**src/rtl/pong_pkg.sv**
```systemverilog
// Shared Pong constants and types: field geometry, paddle motion limits,
// the motion-state enum and the one-hot decision decoder.
package pong_pkg;

  localparam int FIELD_W  = 2560;
  localparam int FIELD_H  = 1920;
  localparam int PADDLE_H = 240;
  localparam int Y_MAX    = FIELD_H - PADDLE_H;
  localparam int Y_INIT   = 840;
  localparam int V_STEP   = 4;
  localparam int V_MAX    = 24;

  typedef enum logic [1:0] {
    IDLE  = 2'd0,
    RISE  = 2'd1,
    FALL  = 2'd2,
    BRAKE = 2'd3
  } motion_state_e;

  typedef enum logic [1:0] {
    CMD_HOLD = 2'd0,
    CMD_UP   = 2'd1,
    CMD_DOWN = 2'd2
  } cmd_e;

  // Only a clean single-hot up or down moves the paddle; anything else holds.
  function automatic cmd_e decodeCmd(input logic up, input logic stay, input logic down);
    cmd_e cmd;
    case ({up, stay, down})
      3'b100:  cmd = CMD_UP;
      3'b001:  cmd = CMD_DOWN;
      default: cmd = CMD_HOLD;
    endcase
    return cmd;
  endfunction

endpackage

```
**src/rtl/paddle_motion_p1_if.sv**
```systemverilog
// Decision/position bundle between the player-1 controller side and the
// paddle motion stage.
interface paddle_motion_p1_if;

  logic        frame_tick;
  logic        up;
  logic        stay;
  logic        down;
  logic [12:0] p1_y;
  logic [7:0]  vel;
  logic        moving;
  logic        at_top;
  logic        at_bottom;
  logic        y_valid;

  modport master (
    output frame_tick, up, stay, down,
    input  p1_y, vel, moving, at_top, at_bottom, y_valid
  );

  modport slave (
    input  frame_tick, up, stay, down,
    output p1_y, vel, moving, at_top, at_bottom, y_valid
  );

endinterface

```
**src/rtl/paddle_step.sv**
```systemverilog
// Combinational paddle position step: signed add of the velocity in the
// travel direction, clamped to [0, Y_MAX]. Shared by both players.
module paddle_step #(
  parameter int Y_MAX = pong_pkg::Y_MAX
) (
  input  logic [12:0] y_i,
  input  logic [7:0]  vel_i,
  input  logic        dir_i,
  output logic [12:0] y_o,
  output logic        hit_o
);

  localparam logic signed [13:0] YMAX_S = 14'(Y_MAX);

  logic signed [13:0] sum;

  // 14-bit signed sum so an upward overshoot shows up as a negative value.
  always_comb begin
    if (dir_i) begin
      sum = $signed({1'b0, y_i}) + $signed({6'b0, vel_i});
    end else begin
      sum = $signed({1'b0, y_i}) - $signed({6'b0, vel_i});
    end
    y_o   = sum[12:0];
    hit_o = 1'b0;
    if (sum < 14'sd0) begin
      y_o   = '0;
      hit_o = 1'b1;
    end else if (sum > YMAX_S) begin
      y_o   = YMAX_S[12:0];
      hit_o = 1'b1;
    end
  end

endmodule

```
**src/rtl/paddle_motion_p1.sv**
```systemverilog
// Player-1 paddle motion: integrates per-frame up/stay/down decisions into a
// velocity with acceleration and braking, then a clamped registered position.
module paddle_motion_p1 #(
  parameter int FIELD_H  = pong_pkg::FIELD_H,
  parameter int PADDLE_H = pong_pkg::PADDLE_H,
  parameter int Y_INIT   = pong_pkg::Y_INIT,
  parameter int V_STEP   = pong_pkg::V_STEP,
  parameter int V_MAX    = pong_pkg::V_MAX
) (
  input logic               clk,
  input logic               reset,
  paddle_motion_p1_if.slave bus
);

  import pong_pkg::*;

  localparam int Y_MAX = FIELD_H - PADDLE_H;

  motion_state_e state_q, state_d, stateVel;
  logic [12:0]   y_q, y_d, yStep;
  logic [7:0]    vel_q, vel_d, velNew, velAcc, velDown;
  logic [8:0]    velUp;
  logic          dir_q, dir_d, hit;
  logic          moving_q, moving_d, atTop_q, atTop_d, atBottom_q, atBottom_d;
  logic          yValid_q;
  cmd_e          cmd;

  assign cmd     = decodeCmd(bus.up, bus.stay, bus.down);
  assign velUp   = {1'b0, vel_q} + 9'(V_STEP);
  assign velAcc  = (velUp > 9'(V_MAX)) ? 8'(V_MAX) : velUp[7:0];
  assign velDown = (vel_q > 8'(V_STEP)) ? (vel_q - 8'(V_STEP)) : 8'd0;

  // State register: everything except y_valid only moves on a frame tick.
  always_ff @(posedge clk or posedge reset) begin : stateReg
    if (reset) begin
      state_q    <= IDLE;
      dir_q      <= 1'b0;
      y_q        <= 13'(Y_INIT);
      vel_q      <= '0;
      moving_q   <= 1'b0;
      atTop_q    <= 1'b0;
      atBottom_q <= 1'b0;
      yValid_q   <= 1'b0;
    end else begin
      yValid_q <= bus.frame_tick;
      if (bus.frame_tick) begin
        state_q    <= state_d;
        dir_q      <= dir_d;
        y_q        <= y_d;
        vel_q      <= vel_d;
        moving_q   <= moving_d;
        atTop_q    <= atTop_d;
        atBottom_q <= atBottom_d;
      end
    end
  end

  // Velocity and state before the bound clamp is applied.
  always_comb begin : nextState
    stateVel = state_q;
    velNew   = vel_q;
    dir_d    = dir_q;
    unique case (state_q)
      IDLE: begin
        velNew = '0;
        if (cmd == CMD_UP && y_q != 13'd0) begin
          stateVel = RISE;
          velNew   = 8'(V_STEP);
          dir_d    = 1'b0;
        end else if (cmd == CMD_DOWN && y_q != 13'(Y_MAX)) begin
          stateVel = FALL;
          velNew   = 8'(V_STEP);
          dir_d    = 1'b1;
        end
      end
      RISE, FALL: begin
        if ((state_q == RISE && cmd == CMD_UP) || (state_q == FALL && cmd == CMD_DOWN)) begin
          velNew = velAcc;
        end else begin
          stateVel = BRAKE;
          velNew   = velDown;
        end
      end
      BRAKE: begin
        if ((cmd == CMD_UP && !dir_q) || (cmd == CMD_DOWN && dir_q)) begin
          stateVel = dir_q ? FALL : RISE;
          velNew   = velAcc;
        end else begin
          velNew = velDown;
          if (velDown == 8'd0) begin
            stateVel = IDLE;
          end
        end
      end
    endcase
  end

  paddle_step #(
    .Y_MAX(Y_MAX)
  ) u_step (
    .y_i  (y_q),
    .vel_i(velNew),
    .dir_i(dir_d),
    .y_o  (yStep),
    .hit_o(hit)
  );

  // Hitting a bound kills the motion; flags follow the post-update position.
  always_comb begin : outputLogic
    state_d = stateVel;
    vel_d   = velNew;
    y_d     = yStep;
    if (hit) begin
      state_d = IDLE;
      vel_d   = '0;
    end
    moving_d   = (state_d != IDLE);
    atTop_d    = (y_d == 13'd0);
    atBottom_d = (y_d == 13'(Y_MAX));
  end

  assign bus.p1_y      = y_q;
  assign bus.vel       = vel_q;
  assign bus.moving    = moving_q;
  assign bus.at_top    = atTop_q;
  assign bus.at_bottom = atBottom_q;
  assign bus.y_valid   = yValid_q;

endmodule

```
**src/flat_wrapper.sv**
```systemverilog
// flat-port wrapper written by rule: the top's interface ports become plain ports
module paddle_motion_p1_flat import pong_pkg::*;
#(
  parameter int FIELD_H  = pong_pkg::FIELD_H,
  parameter int PADDLE_H = pong_pkg::PADDLE_H,
  parameter int Y_INIT   = pong_pkg::Y_INIT,
  parameter int V_STEP   = pong_pkg::V_STEP,
  parameter int V_MAX    = pong_pkg::V_MAX
)
  (clk, reset, bus_frame_tick, bus_up, bus_stay, bus_down, bus_p1_y, bus_vel, bus_moving, bus_at_top, bus_at_bottom, bus_y_valid);
  paddle_motion_p1_if bus_i ();
  input logic clk;
  input logic reset;
  input wire logic [$bits(bus_i.frame_tick)-1:0] bus_frame_tick;
  input wire logic [$bits(bus_i.up)-1:0] bus_up;
  input wire logic [$bits(bus_i.stay)-1:0] bus_stay;
  input wire logic [$bits(bus_i.down)-1:0] bus_down;
  output wire logic [$bits(bus_i.p1_y)-1:0] bus_p1_y;
  output wire logic [$bits(bus_i.vel)-1:0] bus_vel;
  output wire logic [$bits(bus_i.moving)-1:0] bus_moving;
  output wire logic [$bits(bus_i.at_top)-1:0] bus_at_top;
  output wire logic [$bits(bus_i.at_bottom)-1:0] bus_at_bottom;
  output wire logic [$bits(bus_i.y_valid)-1:0] bus_y_valid;
  assign bus_i.frame_tick = bus_frame_tick;
  assign bus_i.up = bus_up;
  assign bus_i.stay = bus_stay;
  assign bus_i.down = bus_down;
  assign bus_p1_y = bus_i.p1_y;
  assign bus_vel = bus_i.vel;
  assign bus_moving = bus_i.moving;
  assign bus_at_top = bus_i.at_top;
  assign bus_at_bottom = bus_i.at_bottom;
  assign bus_y_valid = bus_i.y_valid;
  paddle_motion_p1 #(.FIELD_H(FIELD_H), .PADDLE_H(PADDLE_H), .Y_INIT(Y_INIT), .V_STEP(V_STEP), .V_MAX(V_MAX)) u_core (.clk(clk), .reset(reset), .bus(bus_i));
endmodule
```
**config.mk**
```make
export PLATFORM = sky130hd
export DESIGN_NAME = paddle_motion_p1_flat
export DESIGN_NICKNAME = d
export VERILOG_FILES = /design/src/rtl/pong_pkg.sv /design/src/rtl/paddle_motion_p1_if.sv /design/src/rtl/paddle_step.sv /design/src/rtl/paddle_motion_p1.sv /design/src/flat_wrapper.sv
export SDC_FILE = /design/constraint.sdc
export NUM_CORES = 1
export LEC_CHECK = 0
export ABC_AREA = 1
export CAP_MARGIN = 20
export CORE_MARGIN = 2
export CORE_UTILIZATION = 45
export CTS_CLUSTER_SIZE = 20
export DETAILED_ROUTE_END_ITERATION = 8
export GPL_TIMING_DRIVEN = 1
export PLACE_DENSITY = 0.66
export REMOVE_ABC_BUFFERS = 1
export SLEW_MARGIN = 40
export SYNTH_ARGS = -nofsm -noshare
export SYNTH_HDL_FRONTEND = slang
export SYNTH_SLANG_ARGS = --single-unit
```
**constraint.sdc**
```tcl
create_clock -name clk -period 4.6 [get_ports clk]
set_clock_uncertainty 0.15 [all_clocks]
set_input_delay 0.69 -clock clk [delete_from_list [all_inputs] [get_ports clk]]
set_output_delay 0.69 -clock clk [all_outputs]
set_load 0.01 [all_outputs]
```
=== After elaboration in Yosys (flattened, before gate mapping) ===
Cells that the tools add are included.

* Reductions and logical operators: 15
* Add/subtract/negate cells: 4
* $lt $le $gt $ge: 4
* Mux-type cells: 25
* Eq/ne operators: 9

{| class="wikitable"
|+ Operators with widths
! kind !! count
|-
| 8-bit 2-to-1 mux || 6
|-
| 13-bit 2-to-1 mux || 2
|-
| 8-bit case mux with 3 select lines || 1
|-
| 13-bit by 8-bit adder with 14-bit output || 1
|-
| 14-bit by 12-bit > comparator with 1-bit output, second input constant || 1
|-
| 14-bit by 1-bit less-than comparator with 1-bit output, second input constant || 1
|-
| 14-bit 2-to-1 mux || 1
|-
| 2-bit 2-to-1 mux || 7
|-
| 13-bit by 8-bit subtractor with 14-bit output || 1
|-
| 13-bit by 11-bit == test with 1-bit output, second input constant || 1
|-
| 13-bit zero test || 1
|-
| 13-bit by 11-bit inequality test with 1-bit output, second input constant || 1
|-
| 13-bit nonzero test || 1
|-
| 8-bit by 3-bit adder with 9-bit output, second input constant || 1
|-
| 9-bit by 5-bit > comparator with 1-bit output, second input constant || 1
|-
| 8-bit by 3-bit > comparator with 1-bit output, second input constant || 1
|-
| 8-bit zero test || 1
|-
| 8-bit by 3-bit subtractor with 8-bit output, second input constant || 1
|-
| 2-bit == test, second input constant || 3
|-
| 1-bit logical AND || 6
|-
| 2-bit case mux with 3 select lines || 1
|-
| 1-bit 2-to-1 mux || 5
|-
| 2-bit by 1-bit == test with 1-bit output, second input constant || 2
|-
| 2-bit case mux with 2 select lines || 1
|-
| other kinds (8) || 9
|}

* Input bits: 6
* Register bits: 28
* Output and inout port bits: 25
* Word-level logic and storage cells: 65

=== Longest topological paths before layout ===
Gate-level depths: netlist (run 1).

* Depth in word-level cells: 14
* Depth in mapped cells: 32
* Gate-level depth less buffers: 32

=== Cells and area by module ===
Synthesis (run 1) repeated with hierarchy kept, for this count alone.

* Cell total of the unflattened synthesis: 478
* Area total of the unflattened synthesis: 2957.8 um^2

{| class="wikitable"
|+ By module, submodules not included
! module !! cells each !! instances !! area an instance (um^2) !! seq. area each (um^2)
|-
| paddle_motion_p1 || 250 || 1 || 1759.2 || 705.7
|-
| paddle_step || 228 || 1 || 1198.6 || 0.0
|}

=== Worst setup path before layout (run 1) ===
OpenSTA, ideal clock, no wires.

* Kind: register -> register
* Start: register u_core.vel_q[2] (netlist: u_core.bus.vel[2])
* End: register u_core.atTop_q (netlist: u_core.bus.at_top)
* Slack: 569 ps
* Arrival: 3764 ps
* Stages on the path, launching flop included: 30
* Required time: 4333 ps
* Setup time: 117 ps
* Clock period less this slack: 4031 ps
* Path buffers: 0
* Path through: dfrtp_1 inv_1 ha_1 nand3_1 nor2_1 nor2_2 nand2_2 nand2_4 nand2_1 ha_1 nand4_1 nor2_1 nand2_1 o31ai_1 inv_1 ha_1 nand2_1 nor2_1 nand3_1 nand3_1 xor2_1 inv_1 nand3_1 nand3_4 nor2_4 nand2_1 nand2_1 nor2_1 nand3_1 nand2_1

* Cells in the longest elaborated chain, start to end: 11
* Elaborated cells between the ends (all ways): 17
* Those cells by class: add/sub: 4; order compare: 4; mux: 8; reduce/logical: 1

{| class="wikitable"
|+ RTL lines
! element !! line !! source
|-
| start: declaration || paddle_motion_p1.sv:21 || <nowiki>logic [7:0] vel_q, vel_d, velNew, velAcc, velDown;</nowiki>
|-
| start signal: assignment || paddle_motion_p1.sv:50 || <nowiki>vel_q <= vel_d;</nowiki>
|-
| 8-bit by 3-bit adder with 9-bit output || paddle_motion_p1.sv:29 || <nowiki>assign velUp = {1'b0, vel_q} + 9'(V_STEP);</nowiki>
|-
| 9-bit by 5-bit > comparator with 1-bit output || paddle_motion_p1.sv:30 || <nowiki>assign velAcc = (velUp > 9'(V_MAX)) ? 8'(V_MAX) : velUp[7:0];</nowiki>
|-
| 8-bit 2-to-1 mux || paddle_motion_p1.sv:30 ||
|-
| 8-bit 2-to-1 mux (on tied branches) || paddle_motion_p1.sv:85, paddle_motion_p1.sv:77 ||
|-
| 8-bit case mux with 3 select lines * || paddle_motion_p1.sv:63 || <nowiki>unique case (state_q)</nowiki>
|-
| 13-bit by 8-bit subtractor with 14-bit output or 13-bit by 8-bit adder with 14-bit output (tied branches) || paddle_step.sv:22, paddle_step.sv:20 ||
|-
| 14-bit 2-to-1 mux * || paddle_step.sv:19 || <nowiki>if (dir_i) begin</nowiki>
|-
| 14-bit by 12-bit > comparator with 1-bit output || paddle_step.sv:29 || <nowiki>end else if (sum > YMAX_S) begin</nowiki>
|-
| 13-bit 2-to-1 mux || paddle_step.sv:29 ||
|-
| 13-bit 2-to-1 mux * || paddle_step.sv:26 || <nowiki>if (sum < 14'sd0) begin</nowiki>
|-
| 13-bit zero test * || paddle_motion_p1.sv:118 || <nowiki>atTop_d = (y_d == 13'd0);</nowiki>
|-
| end signal: assignment || paddle_motion_p1.sv:52 || <nowiki>atTop_q <= atTop_d;</nowiki>
|-
| end: declaration || paddle_motion_p1.sv:24 || <nowiki>logic moving_q, moving_d, atTop_q, atTop_d, atBottom_q, atBottom_d;</nowiki>
|}

Every way passes the cells marked *; elsewhere a longest branch is shown, timed or not.
A chain may end at the register's enable or synchronous reset.

=== Worst setup path after layout (run 1) ===
* Start: register u_core.state_q[0]
* End: register u_core.atTop_q (netlist: u_core.bus.at_top)

* Cells in the longest elaborated chain, start to end: 11
* Elaborated cells between the ends (all ways): 19
* Those cells by class: add/sub: 2; order compare: 2; eq/ne: 3; mux: 6; reduce/logical: 6

{| class="wikitable"
|+ RTL lines
! element !! line !! source
|-
| start: declaration || paddle_motion_p1.sv:19 || <nowiki>motion_state_e state_q, state_d, stateVel;</nowiki>
|-
| start signal: assignment || paddle_motion_p1.sv:47 || <nowiki>state_q <= state_d;</nowiki>
|-
| 2-bit by 1-bit == test with 1-bit output or 2-bit == test (tied branches) || paddle_motion_p1.sv:63, paddle_motion_p1.sv:77 ||
|-
| 1-bit logical AND || paddle_motion_p1.sv:77 || <nowiki>if ((state_q == RISE && cmd == CMD_UP) || (state_q == FALL && cmd == CMD_DOWN)) begin</nowiki>
|-
| 1-bit logical OR || paddle_motion_p1.sv:77 ||
|-
| 8-bit 2-to-1 mux || paddle_motion_p1.sv:77 ||
|-
| 8-bit case mux with 3 select lines || paddle_motion_p1.sv:63 ||
|-
| 13-bit by 8-bit subtractor with 14-bit output or 13-bit by 8-bit adder with 14-bit output (tied branches) || paddle_step.sv:22, paddle_step.sv:20 ||
|-
| 14-bit 2-to-1 mux * || paddle_step.sv:19 ||
|-
| 14-bit by 12-bit > comparator with 1-bit output || paddle_step.sv:29 ||
|-
| 13-bit 2-to-1 mux || paddle_step.sv:29 ||
|-
| 13-bit 2-to-1 mux * || paddle_step.sv:26 ||
|-
| 13-bit zero test * || paddle_motion_p1.sv:118 ||
|}

Marks and branches as above.

==> results of run 1 <==
## sequential cells by signal, indices dropped and copies added, names as in the netlist
| signal | cells |
|---|---|
| u_core.bus.p1_y | 13 |
| u_core.state_q | 2 |
| u_core.bus.at_top | 1 |
| u_core.bus.at_bottom | 1 |
| u_core.bus.y_valid | 1 |
| u_core.bus.vel | 8 |
| u_core.dir_q | 1 |
| u_core.bus.moving | 1 |
## kinds of logic (layout without fill, tap and decap cells)
kind of cell,after synthesis,in the layout,synth area share [%]
fa+ha+maj,24,24,10.4
compound gates,61,61,13.2
flops,28,28,23.9
simple gates,219,219,37.1
buf+inv,75,170,10.0
xor+xnor,18,18,5.34
## metal layers
metal	up-vias	wire, µm
met1	1427	3560
met3	18	353
met5	-	0
met2	85	4190
met4	0	217
li1	1563	-
## through the flow
step / setup TNS, ns / power [mW] / cell area, µm² / setup slack [ns]
finish: 0 / 2.66 / 4050 / 0.228
floorplan: 0 / 1.41 / 2910 / 0.203
global route: -0.961 / 2.89 / 4050 / -0.102
global placement: -2.91 / 2.25 / 3790 / -0.199
detailed placement: -6.74 / 2.28 / 3790 / -0.364
CTS: 0 / 2.50 / 3870 / 0.0126
## layout make-up
type / instances / area [µm²] / share of cell area (%)
clock buffers: 3 / 41.3 / 1.02
clock inverters: 1 / 30.0 / 0.741
inverters: 67 / 251 / 6.20
multi-input cells: 322 / 2090 / 51.5
flip-flops and latches: 28 / 709 / 17.5
well taps: 77 / 96.3 / 2.38
repair buffers: 99 / 838 / 20.7
## placed cells by master, fill, tap and decap left out, drive strengths merged, types with 4 or more instances in the layout
master	synthesis	layout
nand2	111	111
buf	5	69
inv	66	66
nand3	54	54
nor2	38	38
o21ai	38	38
clkdlybuf4s50	0	27
dfrtp	24	24
ha	23	23
xor2	15	15
a21oi	12	12
nand4	6	6
dfstp	4	4
## power by group through the flow
stage                     Combinational, mW  Clock, mW  Sequential [mW]
after floorplan                        1.01          0            0.402
final                                  2.06      0.205            0.396
after global placement                 1.85          0            0.401
after global routing                   2.26      0.218            0.403
after CTS                              1.90      0.210            0.398
after detailed placement               1.88          0            0.402
## worst min-delay path, cell delays in order, from the launching register on
cell	delay, ns
dfrtp_1	0.36
nand2_1	0.05
nand2_1	0.05
## timing repair
item                                    CTS  global route
pin swaps                                 1             8
resized for setup                         4            38
endpoints found under the setup margin   16            24
hold endpoints to repair                  0             0
buffers inserted                          0             6
## final timing paths
path                                                    endpoint  cells after the start                        startpoint  slack [ns]
max in group asynchronous         u_core.bus.p1_y[3]$_DFFE_PP1P_                      3                             reset        3.34
worst min-delay path            u_core.bus.at_bottom$_DFFE_PP0P_                      2  u_core.bus.at_bottom$_DFFE_PP0P_        0.34
worst max register to register     u_core.bus.at_top$_DFFE_PP0P_                     32     u_core.state_q[0]$_DFFE_PP0P_        0.23
worst min register to register  u_core.bus.at_bottom$_DFFE_PP0P_                      2  u_core.bus.at_bottom$_DFFE_PP0P_        0.34
worst max-delay path               u_core.bus.at_top$_DFFE_PP0P_                     32     u_core.state_q[0]$_DFFE_PP0P_        0.23
min in group asynchronous        u_core.bus.p1_y[10]$_DFFE_PP0P_                      3                             reset        0.62
==> qor.csv, run 1 <==
metric,value,unit
WP data required,4.64,ns
Routed WL,8320,µm
class of the worst hold path,flip-flop to flip-flop,
most used routing layer,met2,
initial antenna violation count,0,
"Slew Viols, Final",0,
Highest Clock Rate,229,MHz
Max stage delay on crit path,0.42,ns
post-synth cell types,42,
Max-Cap Viols,0,
post-synthesis cell area,0.00295,mm²
H-tree levels,1,
synth top area cells,"dfrtp_1 20%, nand2_1 13%, ha_1 9.7%, inv_1 8.1%, nand3_1 6.1%",
Fin. Hold Viols,0,
Slew @ Worst Pin,0.658,ns
Layout Nets,551,
crit path buf inv count,2,
hold buffer count at cts,0,
Inserted Clock Buffers,3,
antenna-violating nets left,0,
Seq pwr share,14.9,%
Clock Latency Late Sink,0.29,ns
crit path launch type,flip-flop,
die area,0.00723,mm²
Top delay family on crit path,simple AND/OR/NAND/NOR gates,
Pleak,2.15,nW
"Min Clock Period, post-route",4.37,ns
number of synthesized register bits,28,
most instantiated cells after synthesis,"99 x nand2_1, 64 x inv_1, 36 x nand3_1",
Rel. slew slack,55.8,%
GRT Residual Overflow,0,
die width,85.0,µm
final core utilization,63.8,%
worst hold slack,0.339,ns
vias in the first global route,3063,
fin crit share,95.0,%
clock power share,7.7,%
detailed placer's ending HPWL,6350,µm
I/O pins,31,
Buffers on Ports,30,
clock net sink count,28,
Detailed Route Iter0 Violations,185,
drt drc,0,
first-pass GRT wire length,13600,µm
VDD IR max,0.000459,V
Mapped Cells,425,
Logic pwr share,77.4,%
Net Switching,1.26,mW
run status,"finished, final reports clean",
ANT cells,0,
met1 Usage GRT,29.2,%
crit path capture type,flip-flop,
Pint,1.39,mW
TritonCTS clock tree,yes,
number of synthesized flops with an enable pin,0,
CP Max Fanout,6,
fraction of registers with async set/reset,100,%
TritonRoute pass-1 iters,5,
largest net degree at the start of global routing,32,
GR Util All Layers,22.9,%
area grow syn2layout,37.2,%
post-synth top area share,20.3,%
WS Path Type,flip-flop to flip-flop,
Worst EP arrival,4.41,ns
Critical Path Most Common Cell,nand2_1,
drt wl/cell,13.9,µm
"area leader, netlist",dfrtp_1,
GR Util met2,40.7,%
pwr/cell area,655,mW/mm²
vias,3093,
Placed Cells,587,
post-synthesis sequential area ratio,23.9,%
share of layout cells above drive strength 1,30.8,%
predominant post-synthesis flop cell,dfrtp_1,
Mean Syn Cell Area,6.95,µm²
placer congestion estimate,0.866,
GR Util met3,2.14,%
initial core utilization,46.5,%
area of the core,0.00635,mm²
vias per cell,5.18,
Root Driver,clkbuf_8,
yosys warns,0,
most numerous cell in the Yosys netlist,nand2_1,
switching share of power,47.6,%
clk buf depth,2,
"Slowest-stage cell, CP",dfrtp_2,
Die Y,85.0,µm
Non-Filler Instances,597,
floorplan row count,29,
fill count,590,
final setup fails,0,
clock slew at reported path FFs,0.11,ns
Note: power is estimated with default switching activity, not from simulation.
==> run 2, diff against run 1 <==
--- a/config.mk
+++ b/config.mk
@@ -17,4 +17,5 @@
 export SLEW_MARGIN = 40
 export SYNTH_ARGS = -nofsm -noshare
 export SYNTH_HDL_FRONTEND = slang
+export SYNTH_HIERARCHICAL = 1
 export SYNTH_SLANG_ARGS = --single-unit
==> run 2 against run 1 <==
Against the previous run:
- sequential power is 6.6% lower
- die area up 0.13%
- largest cell class unchanged
- wire length increased by 21%
- sequential cell count did not move
==> qor.csv, run 2 <==
metric,value,unit,change
Fin. Hold Viols,0,,unchanged
H-tree levels,1,,unchanged
yosys warns,6,,+6
area of the core,0.00635,mm²,unchanged
class of the worst hold path,flip-flop to flip-flop,,
Root Driver,clkbuf_8,,
Non-Filler Instances,690,,+16%
post-synth top area share,20.3,%,-0.026 points
vias in the first global route,3342,,+9.1%
final setup fails,0,,unchanged
WP data required,4.64,ns,about the same
predominant post-synthesis flop cell,dfrtp_1,,
design area,0.00475,mm²,+17%
crit path launch type,flip-flop,,
number of synthesized flops with an enable pin,0,,unchanged
"Slowest-stage cell, CP",dfrtp_1,,
Placed Cells,662,,+13%
run status,"finished, final reports clean",,
Routed WL,10000,µm,+21%
fraction of registers with async set/reset,100,%,unchanged
Critical Path Most Common Cell,nand2_1,,
crit path capture type,flip-flop,,
GR Util All Layers,26.1,%,+3.2 points
hold buffer count at cts,0,,unchanged
clock slew at reported path FFs,0.11,ns,about the same
Top delay family on crit path,simple AND/OR/NAND/NOR gates,,
fin crit share,98.6,%,+3.6 points
drt drc,0,,unchanged
die width,85.1,µm,about the same
Critical Path Stages,29,,-9.4%
worst hold slack,0.363,ns,+0.0241 ns
Logic pwr share,77.0,%,-0.4 points
Storage cell area,707,µm²,-0.35%
vias,3585,,+16%
fill count,478,,-19%
Rel. slew slack,58.0,%,+2.3 points
Largest register FFs,13,,unchanged
first-pass GRT wire length,15400,µm,+13%
Clock Latency Late Sink,0.28,ns,about the same
Buffers on Ports,30,,unchanged
switching share of power,45.8,%,-1.7 points
initial antenna violation count,0,,unchanged
Detailed Route Iter0 Violations,289,,+56%
Net Switching,1.14,mW,-9.5%
"Slew Viols, Final",0,,unchanged
area of the multi-input gates,0.00238,mm²,+14%
clock net sink count,28,,unchanged
antenna-violating nets left,0,,unchanged
pwr/cell area,525,mW/mm²,-20%
floorplan row count,29,,unchanged
synth top area cells,"dfrtp_1 20%, nand2_1 17%, inv_1 11%, ha_1 10%, nand3_1 6.1%",,
GRT Residual Overflow,0,,unchanged
Max-Cap Viols,0,,unchanged
Inserted Clock Buffers,3,,unchanged
number of synthesized register bits,28,,unchanged
"Min Clock Period, post-route",4.54,ns,+0.164 ns
Layout Nets,645,,+17%
Die Y,85.1,µm,about the same
post-synthesis sequential area ratio,23.9,%,-0.030 points
vias per cell,5.20,,+0.28%
clk buf depth,2,,unchanged
RSZ-0062 raised after global routing,true,,
R2R Setup Slk,0.06,ns,-0.16 ns
TritonCTS clock tree,yes,,
Pleak,2.42,nW,+13%
Hold Crit Depth,2,,unchanged
Mapped Cells,478,,+12%
largest net degree at the start of global routing,33,,+3.1%
Mean Syn Cell Area,6.19,µm²,-11%
most frequent cells in the layout,"113 x nand2_1, 98 x buf_4, 71 x inv_1",,
clock power share,8.2,%,+0.5 points
drt wl/cell,14.5,µm,+4.3%
Slew @ Worst Pin,0.628,ns,-0.0300 ns
detailed placer's ending HPWL,7010,µm,+10%
TNS Setup,0,ns,unchanged
"commonest non-fill, non-tap cell in the layout",nand2_1,,
"area leader, netlist",dfrtp_1,,
Pint,1.35,mW,-2.9%
placer congestion estimate,0.914,,+5.6%
crit path buf inv count,4,,+2
CP Max Fanout,8,,+2
final core utilization,74.8,%,+11 points
initial core utilization,46.6,%,+0.059 points
Post-DP Area,0.00395,mm²,+4.1%
most instantiated cells after synthesis,"135 x nand2_1, 84 x inv_1, 46 x nor2_1",,
most numerous cell in the Yosys netlist,nand2_1,,
post-synthesis cell area,0.00296,mm²,+0.13%
final setup margin,0.0643,ns,-0.164 ns
Seq pwr share,14.8,%,about the same
Worst EP arrival,4.57,ns,+0.16 ns
share of layout cells above drive strength 1,40.8,%,+10 points
FF-to-FF path depth,29,,-9.4%
WS Path Type,flip-flop to flip-flop,,
Highest Clock Rate,220,MHz,-3.6%
TritonRoute pass-1 iters,5,,unchanged
area grow syn2layout,60.6,%,
die area,0.00724,mm²,+0.13%
post-synth cell types,40,,-4.8%
VDD IR max,0.000423,V,-7.8%
DP Worst Slack,-0.759,ns,-0.395 ns
ANT cells,0,,unchanged
Total Power,2.50,mW,-6.1%
Max stage delay on crit path,0.45,ns,+0.03 ns
I/O pins,31,,unchanged
-- run 2: cells by family (layout without fill, tap and decap cells) --
| group | Yosys count | count (layout) | synth area share (%) |
|---|---|---|---|
| flip-flops | 28 | 28 | 23.9 |
| AND/OR/NAND/NOR | 256 | 256 | 38.0 |
| buffers and inverters | 98 | 232 | 12.8 |
| XOR/XNOR | 9 | 9 | 2.67 |
| adder cells (fa/ha/maj) | 25 | 25 | 10.8 |
| AO/OA/AOI/OAI | 61 | 61 | 11.7 |
| other | 1 | 2 | 0.127 |
-- run 2: worst min-delay path, cell delays in order (launching register included) --
cell,delay (ns)
dfrtp_1,0.36
nand2_1,0.05
nand3_1,0.07
-- run 2: area by class of cell --
class,instances,area share [%]
sequential,28,14.9
timing repair buffer,138,24.2
clock buffer,3,0.869
multi-input combinational,353,50.2
inverter,90,7.17
tap,77,2.03
clock inverter,1,0.632
-- run 2: power groups by stage --
| stage | Sequential (mW) | Combinational [mW] | Clock [mW] |
|---|---|---|---|
| 5_1_grt | 0.378 | 2.09 | 0.215 |
| 2_1_floorplan | 0.373 | 0.766 | 0 |
| 4_1_cts | 0.364 | 1.69 | 0.206 |
| 6_report | 0.370 | 1.92 | 0.204 |
| 3_5_place_dp | 0.364 | 1.47 | 0 |
| 3_3_place_gp | 0.361 | 1.46 | 0 |
-- run 2: per-layer routing --
| metal | track usage, % | wire length, µm | vias to the layer above |
|---|---|---|---|
| met5 | 0 | 0 | - |
| met4 | 3.61 | 113 | 0 |
| met3 | 3.79 | 503 | 11 |
| met2 | 44.3 | 4980 | 109 |
| met1 | 36.2 | 4430 | 1674 |
| li1 | - | - | 1791 |
-- run 2: final timing paths --
check                                              start                                to
max                        u_core/bus.vel[2]$_DFFE_PP0P_  u_core/bus.at_bottom$_DFFE_PP0P_
min                        u_core/bus.moving$_DFFE_PP0P_     u_core/bus.moving$_DFFE_PP0P_
max reg2reg                u_core/bus.vel[2]$_DFFE_PP0P_  u_core/bus.at_bottom$_DFFE_PP0P_
min reg2reg                u_core/bus.moving$_DFFE_PP0P_     u_core/bus.moving$_DFFE_PP0P_
max in group asynchronous                          reset     u_core/state_q[0]$_DFFE_PP0P_
min in group asynchronous                          reset    u_core/bus.p1_y[0]$_DFFE_PP0P_
-- run 2: repair_timing --
item,4_1_cts,5_1_grt
gates resized for setup,67,79
setup endpoints to repair,22,24
pin swaps,22,32
gates cloned,0,0
buffers inserted,9,15
==> patch 1, RTL diff (config.mk and constraints of run 1) <==
Make the reset (`reset`) synchronous in one clocked block.
--- a/src/rtl/paddle_motion_p1.sv
+++ b/src/rtl/paddle_motion_p1.sv
@@ -32,5 +32,5 @@
 
   // State register: everything except y_valid only moves on a frame tick.
-  always_ff @(posedge clk or posedge reset) begin : stateReg
+  always_ff @(posedge clk) begin : stateReg
     if (reset) begin
       state_q    <= IDLE;
Behaviour: differs if reset is asserted again (counterexample within 4 cycles, from zero or initial values and one cycle with reset high); with reset held inactive, the same outputs for 10 cycles.
==> patch 1 against run 1 <==
Total power is 43% lower. Design area is 1.8% higher. Wire length up 9.7%. Sequential power decreased by 25%. Final cell count increased by 6.4%. Synthesized area is 2.8% lower. Sequential cell count is the same. Clock power shrank 22%. Setup slack gained 28 ps. Die area down 2.6%. Largest power group unchanged.
==> patch 1: results (changes against run 1) <==
Status
The run finished with clean final reports.

Detailed routing
The met1 wire length came to 4330 µm (+22%). The routed wire length per instance is 14.4 µm (+3.1%). The initial detailed-routing violation count was 209 (+13%). The sum of met2 wire segment lengths after detailed routing is 4140 µm (-1.3%).

GRT
The first-pass GRT wire length is 15100 µm (+11%). The via count of the first global-routing pass came to 3270 (+6.8%). The largest net degree at the start of global routing is 16 (-50%).

Final layout
The final cell count without fillers is 635 (+6.4%). The final net count came to 589 (+6.9%).

Yosys
The async set-or-reset flop fraction in the synthesized netlist is 0 (-1.00). The synthesized area divided by synthesized cell count is 6.41 µm² (-7.7%). The commonest cells after synthesis are sky130_fd_sc_hd__nand2_1 (118), sky130_fd_sc_hd__inv_1 (64), sky130_fd_sc_hd__nand3_1 (41).

Placement
The standard cell area after detailed placement was 3810 µm² (+0.59%). The worst setup slack after placement came to -314 ps (+50.1 ps). The total placed cells including tap cells is 625 (+6.5%).

The half-perimeter wire length of the detailed placement result is 7070 µm (+11%). The routability congestion estimate from global placement is 0.981 (+13%).

Critical path
The largest fanout of any net on the critical path came to 5 (-1). The worst-case reg-to-reg path depth was 23 (-28%). For this design, the slowest cell found on the critical path is sky130_fd_sc_hd__dfxtp_1.

Power
The fraction of power spent switching nets is 0.432 (-0.0443). The static leakage is 2.09 nW (-2.7%). The total sequential power is 0.296 mW (-25%). The net switching power is 0.651 mW (-49%).

The maximum ir drop on the vdd rail was 0.266 mV (-42%).
-- patch 1: logic make-up after synthesis --
logic type / count (synthesis) / synth area share
compound gates: 61 / 0.156
xor+xnor: 13 / 0.0423
fa+ha+maj: 24 / 0.107
buf+inv: 81 / 0.111
flops: 28 / 0.195
simple gates: 241 / 0.388
-- patch 1: tightest hold or removal path, delay by kind of cell, from the launching register on --
kind	cells	cell delay, ps
simple gates	2	110
flops	1	330
-- patch 1: timing repair --
| action | in CTS | in global routing |
|---|---|---|
| gates resized for setup | 4 | 53 |
| cloned | 0 | 0 |
| setup buffers | 0 | 6 |
| pin swaps | 3 | 12 |
| setup endpoints to repair | 2 | 24 |
-- patch 1: layout make-up --
type / instances / area [µm²] / area share
inverter: 75 / 282 / 0.0682
sequential: 28 / 564 / 0.137
multi-input combinational: 339 / 2200 / 0.532
clock buffer: 4 / 55.1 / 0.0133
timing repair buffer: 112 / 932 / 0.226
tap: 77 / 96.3 / 0.0233
-- patch 1: routing by layer --
| metal | up-vias | global-route usage |
|---|---|---|
| met5 | - | 0 |
| met4 | 0 | 0.0748 |
| met3 | 22 | 0.0227 |
| met2 | 124 | 0.422 |
| met1 | 1537 | 0.362 |
| li1 | 1685 | - |
-- patch 1: path summary, 6_finish.rpt --
check	start	end	slack (ps)
hold / removal	u_core.bus.at_top	u_core.bus.at_top	320
setup reg to reg	u_core.bus.p1_y[5]	u_core.bus.p1_y[7]	260
setup / recovery	u_core.bus.p1_y[5]	u_core.bus.p1_y[7]	260
hold reg to reg	u_core.bus.at_top	u_core.bus.at_top	320
==> patch 2, RTL diff (config.mk and constraints of run 1) <==
Without the edit above. Change the package constant `V_MAX` from 24 to 23.
--- a/src/rtl/pong_pkg.sv
+++ b/src/rtl/pong_pkg.sv
@@ -9,5 +9,5 @@
   localparam int Y_INIT   = 840;
   localparam int V_STEP   = 4;
-  localparam int V_MAX    = 24;
+  localparam int V_MAX    = 23;
 
   typedef enum logic [1:0] {
Behaviour: not the same (Yosys sat finds a counterexample within 10 cycles, from zero or initial values and one cycle with reset high).
==> patch 2 against run 1 <==
Via count is 0.29% higher. Synthesized area is 2.1% higher. Maximum frequency is 1.0% higher. Wire length is 3.5% lower. Critical path depth is 6 lower. Design area is 3.2% lower. Synthesized cell count is 5.9% higher. Total power is 0.97% lower. Sequential cell count stayed put. Setup slack better by 45 ps. Critical endpoint is now u_core.bus.p1_y[6]. Largest power group unchanged.
==> patch 2: results (changes against run 1) <==
Floorplanning
The total die area came to 7370 µm² (+2.0%). The placeable core area came to 6420 µm² (+1.1%).

Yosys
The number of unique standard cell types used by synthesis is 38 (-9.5%). The register area share after synthesis is 0.234 (-0.00486). By count the netlist is led by sky130_fd_sc_hd__nand2_1 (113), sky130_fd_sc_hd__inv_1 (63), sky130_fd_sc_hd__nand3_1 (48).

The async set-or-reset flop fraction in the synthesized netlist is 1.00 (unchanged). The synthesized instance count is 450 (+5.9%). Sorting the synthesized cells by area gives the leading types as sky130_fd_sc_hd__dfrtp_1 (20%), sky130_fd_sc_hd__nand2_1 (14%), sky130_fd_sc_hd__ha_1 (9.5%). The total number of yosys warnings came to 0 (unchanged).

Status
The run finished with clean final reports.

Critical path
In this design, the largest share of critical-path delay is due to buffers and inverters. The signal arrival time at the worst endpoint is 4370 ps (-40 ps). The largest individual stage delay along the critical path comes from the cell sky130_fd_sc_hd__clkdlybuf4s50_1. The largest fanout of any net on the critical path came to 5 (-1). For this run, the slowest stage of the critical path takes 430 ps.

GRT
The overall routing resource usage was 0.228 (-0.00120). The number of antenna violations at the first check in global routing is 0 (unchanged). The first-pass GRT wire length is 13800 µm (+1.1%). The via count of the first global-routing pass is 3038 (-0.82%).

The largest net degree at the start of global routing came to 33 (+3.1%).

Clock tree
The clock-pin slew reported for the worst setup and hold paths after clock tree synthesis is 100 ps. At the later pin of the worst-skew pair, clock insertion delay measures 280 ps. The maximum clock insertion buffer count is 2 (unchanged).

The H-tree depth came to 1 (unchanged). The number of buffers inserted during clock tree synthesis is 3 (unchanged).

Job
The number of maximum-capacitance violations came to 0 (unchanged).

Power
The static leakage is 2.06 nW (-4.0%). The maximum ir drop on the vdd rail is 0.295 mV (-36%).

Timing
The max-slew headroom at the worst pin is 0.601 (+0.0435).

Detailed routing
The routed wire length per instance is 13.3 µm (-4.3%). The first-pass detailed-route iteration total came to 4 (-1). The average via count per standard cell is 5.15 (-0.54%). The initial detailed-routing violation count is 138 (-25%).

Final layout
The share of cells above drive strength 1 is 0.272 (-0.0353). The number of antenna diodes is 0 (unchanged). The final net count was 556 (+0.91%). The final cell count without fillers is 602 (+0.84%). The number of flip-flops under the largest register name is 13 (unchanged).

Placement
The number of port buffers was 30 (unchanged). The half-perimeter wire length of the detailed placement result was 6380 µm (+0.54%). The routability congestion estimate from global placement came to 0.919 (+6.1%).

Min path
The path class of the tightest hold or removal check is flop to flop.
## patch 2: changes by cell type after synthesis, sizes merged, moves of 7 or more
cell   delta
o21ai    -13
nand3     +9
nand4     +9
inv       +8
nand2     +8
nor2      +7
xor2      -7
## patch 2: cells by family (layout without fill, tap and decap cells)
family	Yosys count	after routing	synth area share
DFF	28	28	0.234
AOI/OAI and AO/OA	53	53	0.114
adders and majority gates	24	24	0.102
and+or+nand+nor	252	252	0.407
buffers and inverters	81	156	0.108
xor gates and xnor gates	12	12	0.0349
## patch 2: layer usage
layer / GRT usage / routed length [µm] / up-vias / share of wire
met4: 0.0606 / 125 / 0 / 0.016
met3: 0.0173 / 203 / 8 / 0.025
met1: 0.316 / 3900 / 1423 / 0.49
li1: - / - / 1623 / -
met2: 0.384 / 3800 / 48 / 0.47
met5: 0 / 0 / - / 0
## patch 2: power by group
part,internal [mW],switching [mW],leakage [nW]
sequential,0.320,0.0773,0.359
clock,0.0768,0.0823,0.0288
combinational,0.884,1.19,1.68
total,1.28,1.35,2.06
## patch 2: path summary, 6_finish.rpt
kind	startpoint	depth (start not counted)	slack [ps]	to
setup / recovery	bus_stay	26	270	u_core.bus.p1_y[6]
hold reg to reg	u_core.bus.at_bottom	2	350	u_core.bus.at_bottom
max in group asynchronous	reset	2	3250	u_core.bus.vel[2]
setup reg to reg	u_core.state_q[0]	25	350	u_core.bus.p1_y[6]
hold / removal	u_core.bus.at_bottom	2	350	u_core.bus.at_bottom
min in group asynchronous	reset	2	640	u_core.bus.vel[3]
## patch 2: cell type report
class	count	area (µm²)
fill	595	2500
multi-input combinational	341	2120
sequential	28	707
timing repair buffer	76	651
inverter	76	293
tap	77	96.3
clock buffer	4	55.1
## patch 2: per-stage QoR
step | utilization | setup slack, ps | setup TNS [ps] | instance area, µm²
after floorplan | - | 717 | 0 | 2980
after global placement | 0.577 | -117 | -1050 | 3700
after detailed placement | 0.577 | -188 | -2410 | 3700
after CTS | 0.585 | 92.9 | 0 | 3760
after global routing | 0.611 | -50.4 | -187 | 3920
final | 0.611 | 273 | 0 | 3920
## patch 2: what timing repair did
action                                  CTS  global route
resized for setup                         0            44
buffers inserted                          0             2
endpoints found under the setup margin    0            24
## patch 2: tightest hold or removal path, delay by kind of cell, from the launching register on
kind | cells | cell delay (ps)
flops | 1 | 350
simple gates | 2 | 110
